==> config.mk <==
export PLATFORM = sky130hd
export DESIGN_NAME = mem_port_arbiter
export DESIGN_NICKNAME = d
export VERILOG_FILES = /design/src/rtl/arm_mem_pkg.sv /design/src/rtl/mem_arb_timer.sv /design/src/rtl/mem_port_arbiter.sv
export SDC_FILE = /design/constraint.sdc
export NUM_CORES = 1
export LEC_CHECK = 0
export CORE_ASPECT_RATIO = 1.75
export CORE_UTILIZATION = 41
export DETAILED_ROUTE_END_ITERATION = 7
export HOLD_SLACK_MARGIN = 0.05
export PLACE_DENSITY = 0.91
export SLEW_MARGIN = 10
export SYNTH_ARGS = -nofsm -noshare
export SYNTH_HDL_FRONTEND = slang
export SYNTH_HIERARCHICAL = 1
export SYNTH_SLANG_ARGS = --single-unit
==> constraint.sdc <==
create_clock -name clk -period 2.05 [get_ports clk]
set_input_delay 0.41 -clock clk [delete_from_list [all_inputs] [get_ports clk]]
set_output_delay 0.41 -clock clk [all_outputs]
set_load 0.01 [all_outputs]
==> src/rtl/arm_mem_pkg.sv <==
// Shared definitions for the memory port arbiter.
//   arb_state_t : arbiter FSM state encoding (IDLE, BUSY, RESP)
//   OWNER_IF/D  : owner encodings reported on the arbiter's owner port
//   ERR_RDATA   : read data returned to the owner when a transaction times out
//   sat_inc     : saturating increment used by the starvation counter
package arm_mem_pkg;

   typedef enum logic [1:0] {
      IDLE = 2'd0,
      BUSY = 2'd1,
      RESP = 2'd2
   } arb_state_t;

   localparam logic OWNER_IF = 1'b0;
   localparam logic OWNER_D  = 1'b1;

   localparam logic [31:0] ERR_RDATA = 32'hDEAD_BEEF;

   function automatic logic [3:0] sat_inc(input logic [3:0] val, input logic [3:0] lim);
      return (val >= lim) ? lim : val + 4'd1;
   endfunction

endpackage

==> src/rtl/mem_arb_timer.sv <==
// Busy-cycle watchdog for the memory port arbiter.
// Ports:
//   clk, rst : clock and synchronous active-low reset
//   clear    : zero the count (asserted on the grant that enters BUSY)
//   run      : count this cycle (high while the arbiter is in BUSY)
//   expired  : high during the LIMIT-th consecutive run cycle
module mem_arb_timer #(
   parameter int unsigned LIMIT = 64
) (
   input  logic clk,
   input  logic rst,
   input  logic clear,
   input  logic run,
   output logic expired
);

   localparam int unsigned W = (LIMIT > 1) ? $clog2(LIMIT) : 1;

   logic [W-1:0] cnt;

   assign expired = run && (cnt == W'(LIMIT - 1));

   always_ff @(posedge clk) begin
      if (!rst) begin
         cnt <= '0;
      end else if (clear) begin
         cnt <= '0;
      end else if (run && !expired) begin
         cnt <= cnt + W'(1);
      end
   end

endmodule

==> src/rtl/mem_port_arbiter.sv <==
// Shares one external memory port between instruction fetch and data load/store.
// One transaction at a time: IDLE (arbitrate) -> BUSY (wait mem_ack) -> RESP (done pulse).
// Data wins arbitration unless fetch has lost STARVE_LIMIT times in a row.
// Optional feature MEM_ARB_TIMEOUT_EN: abort BUSY after TIMEOUT_CYCLES without mem_ack,
// returning ERR_RDATA and pulsing err alongside the owner's done.
// Ports:
//   clk, rst                          : clock, synchronous active-low reset
//   if_req/if_addr/if_rdata/if_done   : fetch requester
//   d_req/d_we/d_addr/d_wdata/d_rdata/d_done : data requester
//   mem_req/mem_we/mem_addr/mem_wdata/mem_ack/mem_rdata : memory port
//   owner : current/last grant (0 fetch, 1 data); busy : in BUSY or RESP; err : timeout pulse
module mem_port_arbiter
   import arm_mem_pkg::*;
#(
   parameter int unsigned STARVE_LIMIT   = 4,
   parameter int unsigned TIMEOUT_CYCLES = 64
) (
   input  logic        clk,
   input  logic        rst,
   input  logic        if_req,
   input  logic [31:0] if_addr,
   output logic [31:0] if_rdata,
   output logic        if_done,
   input  logic        d_req,
   input  logic        d_we,
   input  logic [31:0] d_addr,
   input  logic [31:0] d_wdata,
   output logic [31:0] d_rdata,
   output logic        d_done,
   output logic        mem_req,
   output logic        mem_we,
   output logic [31:0] mem_addr,
   output logic [31:0] mem_wdata,
   input  logic        mem_ack,
   input  logic [31:0] mem_rdata,
   output logic        owner,
   output logic        busy,
   output logic        err
);

   if (STARVE_LIMIT < 1 || STARVE_LIMIT > 15 || TIMEOUT_CYCLES < 1) begin : g_param_check
      $error("mem_port_arbiter: STARVE_LIMIT must be 1..15 and TIMEOUT_CYCLES >= 1");
   end

   localparam logic [3:0] STARVE_MAX = 4'(STARVE_LIMIT);

   arb_state_t state;
   logic [3:0] starve_cnt;
   logic       grant_d;
   logic       grant_if;
   logic       tmo_expired;

   always_comb begin
      grant_d  = 1'b0;
      grant_if = 1'b0;
      if (state == IDLE) begin
         grant_d  = d_req && !(if_req && (starve_cnt == STARVE_MAX));
         grant_if = if_req && !grant_d;
      end
   end

`ifdef MEM_ARB_TIMEOUT_EN
   mem_arb_timer #(
      .LIMIT (TIMEOUT_CYCLES)
   ) u_timer (
      .clk     (clk),
      .rst     (rst),
      .clear   (grant_d || grant_if),
      .run     (state == BUSY),
      .expired (tmo_expired)
   );
`else
   assign tmo_expired = 1'b0;
`endif

   always_ff @(posedge clk) begin
      if (!rst) begin
         state      <= IDLE;
         starve_cnt <= 4'd0;
         mem_req    <= 1'b0;
         mem_we     <= 1'b0;
         mem_addr   <= 32'd0;
         mem_wdata  <= 32'd0;
         if_rdata   <= 32'd0;
         d_rdata    <= 32'd0;
         if_done    <= 1'b0;
         d_done     <= 1'b0;
         owner      <= OWNER_IF;
         busy       <= 1'b0;
         err        <= 1'b0;
      end else begin
         if_done <= 1'b0;
         d_done  <= 1'b0;
         err     <= 1'b0;
         case (state)
            IDLE: begin
               if (grant_d) begin
                  mem_addr  <= d_addr;
                  mem_we    <= d_we;
                  mem_wdata <= d_wdata;
                  owner     <= OWNER_D;
                  mem_req   <= 1'b1;
                  busy      <= 1'b1;
                  state     <= BUSY;
                  // Only a contested win by data counts against fetch.
                  if (if_req) begin
                     starve_cnt <= sat_inc(starve_cnt, STARVE_MAX);
                  end
               end else if (grant_if) begin
                  mem_addr   <= if_addr;
                  mem_we     <= 1'b0;
                  mem_wdata  <= 32'd0;
                  owner      <= OWNER_IF;
                  mem_req    <= 1'b1;
                  busy       <= 1'b1;
                  state      <= BUSY;
                  starve_cnt <= 4'd0;
               end
            end
            BUSY: begin
               if (mem_ack) begin
                  mem_req <= 1'b0;
                  if (!mem_we) begin
                     if (owner == OWNER_D) d_rdata  <= mem_rdata;
                     else                  if_rdata <= mem_rdata;
                  end
                  if (owner == OWNER_D) d_done  <= 1'b1;
                  else                  if_done <= 1'b1;
                  state <= RESP;
               end else if (tmo_expired) begin
                  mem_req <= 1'b0;
                  err     <= 1'b1;
                  if (owner == OWNER_D) begin
                     d_rdata <= ERR_RDATA;
                     d_done  <= 1'b1;
                  end else begin
                     if_rdata <= ERR_RDATA;
                     if_done  <= 1'b1;
                  end
                  state <= RESP;
               end
            end
            RESP: begin
               busy  <= 1'b0;
               state <= IDLE;
            end
            default: begin
               state   <= IDLE;
               mem_req <= 1'b0;
               busy    <= 1'b0;
            end
         endcase
      end
   end

endmodule

# Yosys cells after proc, flatten, opt, wreduce, memory -nomap -nowiden
# Index checks and enable logic that the tools add are counted.
dict set report totals {
  ff_bits 140
  latchBits 0
  ram_bits 0
  rom_bits 0
  input_bits 134
  out_inout_bits 135
  word_cells 63
  n_memories 0
}
dict set report op_classes {
  add_sub_neg 1
  mul 0
  n_div 0
  order_cmp 1
  eq_ne 6
  n_shift 0
  mux 24
  bitwise 4
  reduce_logical 15
}
# cell count
set ops {}
lappend ops {{two-way mux 32 bit} 4}
lappend ops {{two-way mux 4 bit} 4}
lappend ops {{two-way mux 1 bit} 10}
lappend ops {{AND reduction 3 bit} 3}
lappend ops {{AND reduction 4 bit} 2}
lappend ops {{two-way mux 2 bit} 3}
lappend ops {{AND reduction 2 bit} 3}
lappend ops {{adder 4 x 1 -> 4 bit, second input constant} 1}
lappend ops {{equality test 4 x 3 -> 1 bit, second input constant} 1}
lappend ops {{greater-or-equal comparator 4 x 3 -> 1 bit, second input constant} 1}
lappend ops {{!= test 2 bit, second input constant} 2}
lappend ops {{NOT 1 bit} 4}
lappend ops {{case mux 2 bit (2 select lines)} 1}
lappend ops {{logical AND 1 bit} 3}
lappend ops {{!= test 3 bit, second input constant} 1}
lappend ops {{case mux 1 bit (3 select lines)} 1}
lappend ops {{equality test 2 x 1 -> 1 bit, second input constant} 1}
lappend ops {{equality test 2 bit, second input constant} 1}
lappend ops {{logical NOT 1 bit} 2}
lappend ops {{logical NOT 2 bit} 1}
lappend ops {{case mux 1 bit (2 select lines)} 1}
lappend ops {{nonzero test 2 bit} 1}

# Logic depth before layout (Yosys ltp)
dict set report depth {
  ltp_word 10
  ltp_mapped 8
  depth_no_buf 6
}

# Least setup slack after synthesis
# OpenSTA, ideal clock, no wires.
dict set report synth_path {
  path_type {input port to flip-flop}
  from {input port if_req}
  to {register mem_addr[22]}
  setup_ns 0.125
  arrival_time_ns 1.428
  t_required_ns 1.925
  setup_slack_ns 0.496
  stages 7
  n_path_buf 3
  cell_sequence {buf_2 > nand4b_1 > and2_1 > clkbuf_1 > buf_2 > nor4b_1 > nor3_1}
}
dict set report synth_via {
  elab_chain_cells 8
  word_cells_on_any_way 10
  cone_classes {3 x mux; 7 x reduce/logical}
}
# item line_no
set synth_rtl {}
lappend synth_rtl {{from (decl)} mem_port_arbiter.sv:20} ;# input logic if_req,
lappend synth_rtl {{logical AND 1 bit} mem_port_arbiter.sv:57} ;# grant_d = d_req && !(if_req && (starve_cnt == STARVE_MAX));
lappend synth_rtl {{logical NOT 1 bit} mem_port_arbiter.sv:57}
lappend synth_rtl {{logical AND 1 bit} mem_port_arbiter.sv:57}
lappend synth_rtl {{logical NOT 1 bit} mem_port_arbiter.sv:58} ;# grant_if = if_req && !grant_d;
lappend synth_rtl {{logical AND 1 bit} mem_port_arbiter.sv:58}
lappend synth_rtl {{two-way mux 1 bit} mem_port_arbiter.sv:56} ;# if (state == IDLE) begin
lappend synth_rtl {{nonzero test 2 bit (no source line)} --}
lappend synth_rtl {{AND reduction 2 bit (no source line)} --}
lappend synth_rtl {{to (signal assigned)} mem_port_arbiter.sv:98} ;# mem_addr <= d_addr;
lappend synth_rtl {{to (signal assigned)} mem_port_arbiter.sv:110} ;# mem_addr <= if_addr;
lappend synth_rtl {{to (decl)} mem_port_arbiter.sv:32} ;# output logic [31:0] mem_addr,
# Several ways; a longest one is shown, not always the timed one.
# A chain may end at the register's enable or synchronous reset.

# Final worst setup path
dict set report layout_path {
  from {register owner}
  to {output port owner}
}
# item line_no
set layout_rtl {}
lappend layout_rtl {{from (decl)} mem_port_arbiter.sv:36} ;# output logic owner,
lappend layout_rtl {{from (signal assigned)} mem_port_arbiter.sv:88} ;# owner <= OWNER_IF;
lappend layout_rtl {{from (signal assigned)} mem_port_arbiter.sv:101} ;# owner <= OWNER_D;
lappend layout_rtl {{from (signal assigned)} mem_port_arbiter.sv:113} ;# owner <= OWNER_IF;
# No word-level cell between the ends.

==> reports/metrics.cfg <==
[status]
status=finished, final reports clean

[clocking]
ctsHoldBuffers=0
clk_pin_slew_ns=0.06
tritoncts=built
clockRootBuffer=clkbuf_16
numCtsBuffers=17
h-tree-depth=4
cts-resized-gates=0
clock_sink_count=140
clkLatencyLatePin_ns=0.40
max-clock-path-buffers=2
cts_setup_buffers=0

[global_routing]
globalRouteTotalUtil_pct=23.5
first_global_vias=5262
grt_max_degree=65
antenna_found_initial=0
grt.overflow.total=0
grt_pass1_wl_um=26500

[floorplanning]
die_area_um2=14100
rows=56
ios=269
die_w_um=90.1
initial_core_util_pct=41.8
die_h_um=156
core_area_um2=13300

[critical_path]
required_ns=1.64
max_stage_delay_ns=0.63
cp.arrival_ns=1.52
critPathKind=flip-flop to output pin
cp_num_buf_inv=1
worst_setup_path_end_kind=output pin
critPathMaxFanout=8
r2r_start=state[1]$_SDFFE_PN0P_
path_delay_family=buffers and inverters
crit_slowest_cell=clkdlybuf4s50_1
critPathLaunchType=flip-flop
cp-startpoint=owner$_SDFFE_PN0P_
path_cells=clkdlybuf4s50_1

[logic_synthesis]
seq_area_frac_synth_pct=50.4
ys_types=35
synth.avg_cell_area_um2=8.87
yosysTopAreaCellShare_pct=50.4
synth_ff_type=dfxtp_1
netlist_instances=627
synth-seq-cells=140
syn_nets=763
synth-async-reset-ratio_pct=0
synth_edf_count=0
synth_area_leader_cell=dfxtp_1
yosysWarnings=6
synth_area_um2=5560
yosys-top-cells-area=dfxtp_1 (50%), nand2_1 (8.8%), nor3_1 (5.8%), a21boi_1 (5.4%), nor4b_1 (5.0%)

[route]
via_count=5453
drcViolationCount=0
dr.first_iter.drc_count=257
firstDrtPassIters=4
antenna_left=0
viasPerCell=5.15
wl_per_cell_um=15.9
wl_um=16900

[sta]
drv_slew=0
finalHoldViolations=0
setup_viol=0
min_period_over_period_pct=94.3
whs_ns=0.440
finClkSkew_ns=0.00717
layout_min_cycle_time_ns=1.93
rsz0062_at_grt=false
max_freq_ghz=0.517

[placed_design]
routabilityCongestion=0.812
numPortBuffers=267
hpwl_um=11600

[power]
vdd_drop_max_mv=0.493
powerDensity_nw_per_um2=807
p_total_mw=7.32
leakage_nw=3.17

[layout]
area_growth_pct=63.0
antenna_cells=0
fillers=1020
nNetsFinal=1008
final_cell_mix=clkdlybuf4s50_1 (266), dfxtp_1 (140), nand2_1 (131), nor3_1 (64), a21boi_1 (40)
layout-drive-gt1-share_pct=6.55
final_common_cell=clkdlybuf4s50_1

[worst_hold_path]
hp-start=rst
hold_path.class=input pin to flip-flop

[job]
max_cap_violations=0

[flip-flops by register name, summed over array words and instances (netlist names)]
register    count
busy            1
d_done          1
d_rdata        32
if_done         1
if_rdata       32
mem_addr       32
mem_req         1
mem_wdata      32
mem_we          1
owner           1
starve_cnt      4
state           2
[final cells by class]
cell class,instances,area [µm²],area share (%)
clock buffers,19,443,4.88
clock inverters,13,155,1.71
inverters,2,7.51,0.0828
multi-input cells,425,2490,27.5
flip-flops and latches,140,2800,30.9
well taps,174,218,2.40
repair buffers,286,2950,32.5
[final timing paths]
path                                    to  cells past startpoint  slack, ns
setup / recovery                     owner                      1       0.12
hold / removal          owner$_SDFFE_PN0P_                      2       0.44
setup reg to reg  mem_addr[6]$_SDFFE_PN0P_                      4       0.40
hold reg to reg    d_rdata[6]$_SDFFE_PN0P_                      2       0.45
[where the power goes]
group	total, mW	internal, mW	switching, mW
Sequential	2.97	2.88	0.0934
Combinational	1.26	0.717	0.542
Clock	3.08	1.86	1.22
Total	7.32	5.46	1.86
[metal layers]
| layer | vias up | routed length [µm] | GRT usage (%) |
|---|---|---|---|
| met5 | - | 0 | 0 |
| met4 | 0 | 510 | 10.6 |
| met3 | 35 | 661 | 3.90 |
| met2 | 185 | 9300 | 43.7 |
| met1 | 2578 | 6390 | 25.9 |
| li1 | 2655 | - | - |
[Yosys cell counts (2+ instances only)]
cell type and instances:
a21boi_0 26, a21boi_1 40, a22oi_1 34, and2_1 3
and3_1 2, buf_2 20, buf_6 4, clkbuf_1 34
dfxtp_1 140, ha_1 2, inv_1 2, nand2_1 131
nor2_1 5, nor2b_1 36, nor3_1 64, nor4b_1 32
o21a_1 2, o21ai_0 31, o21ai_1 3
[per-stage QoR]
| step | instance area [µm²] | cells | setup WS [ns] | TNS [ns] | util, % |
|---|---|---|---|---|---|
| final | 9070 | 1059 | 0.117 | 0 | 68.1 |
| after global routing | 9070 | 1059 | 0.0531 | 0 | 68.1 |
| after CTS | 9070 | 1059 | 0.0838 | 0 | 68.1 |
| after detailed placement | 8470 | 1027 | -0.0107 | -0.0107 | 63.6 |
| after global placement | 8470 | 1027 | 0.101 | 0 | 63.6 |
| after floorplan | 5560 | 627 | 0.496 | 0 | - |
[logic make-up after synthesis]
| kind of cell | Yosys count | share of synthesized area (%) |
|---|---|---|
| AOI/OAI and AO/OA | 137 | 17.0 |
| adders and majority gates | 2 | 0.450 |
| buffers and inverters | 62 | 5.24 |
| DFF | 140 | 50.4 |
| muxes | 1 | 0.180 |
| other | 1 | 0.0674 |
| and+or+nand+nor | 284 | 26.7 |
No activity file was read; power rests on OpenSTA's default activity.
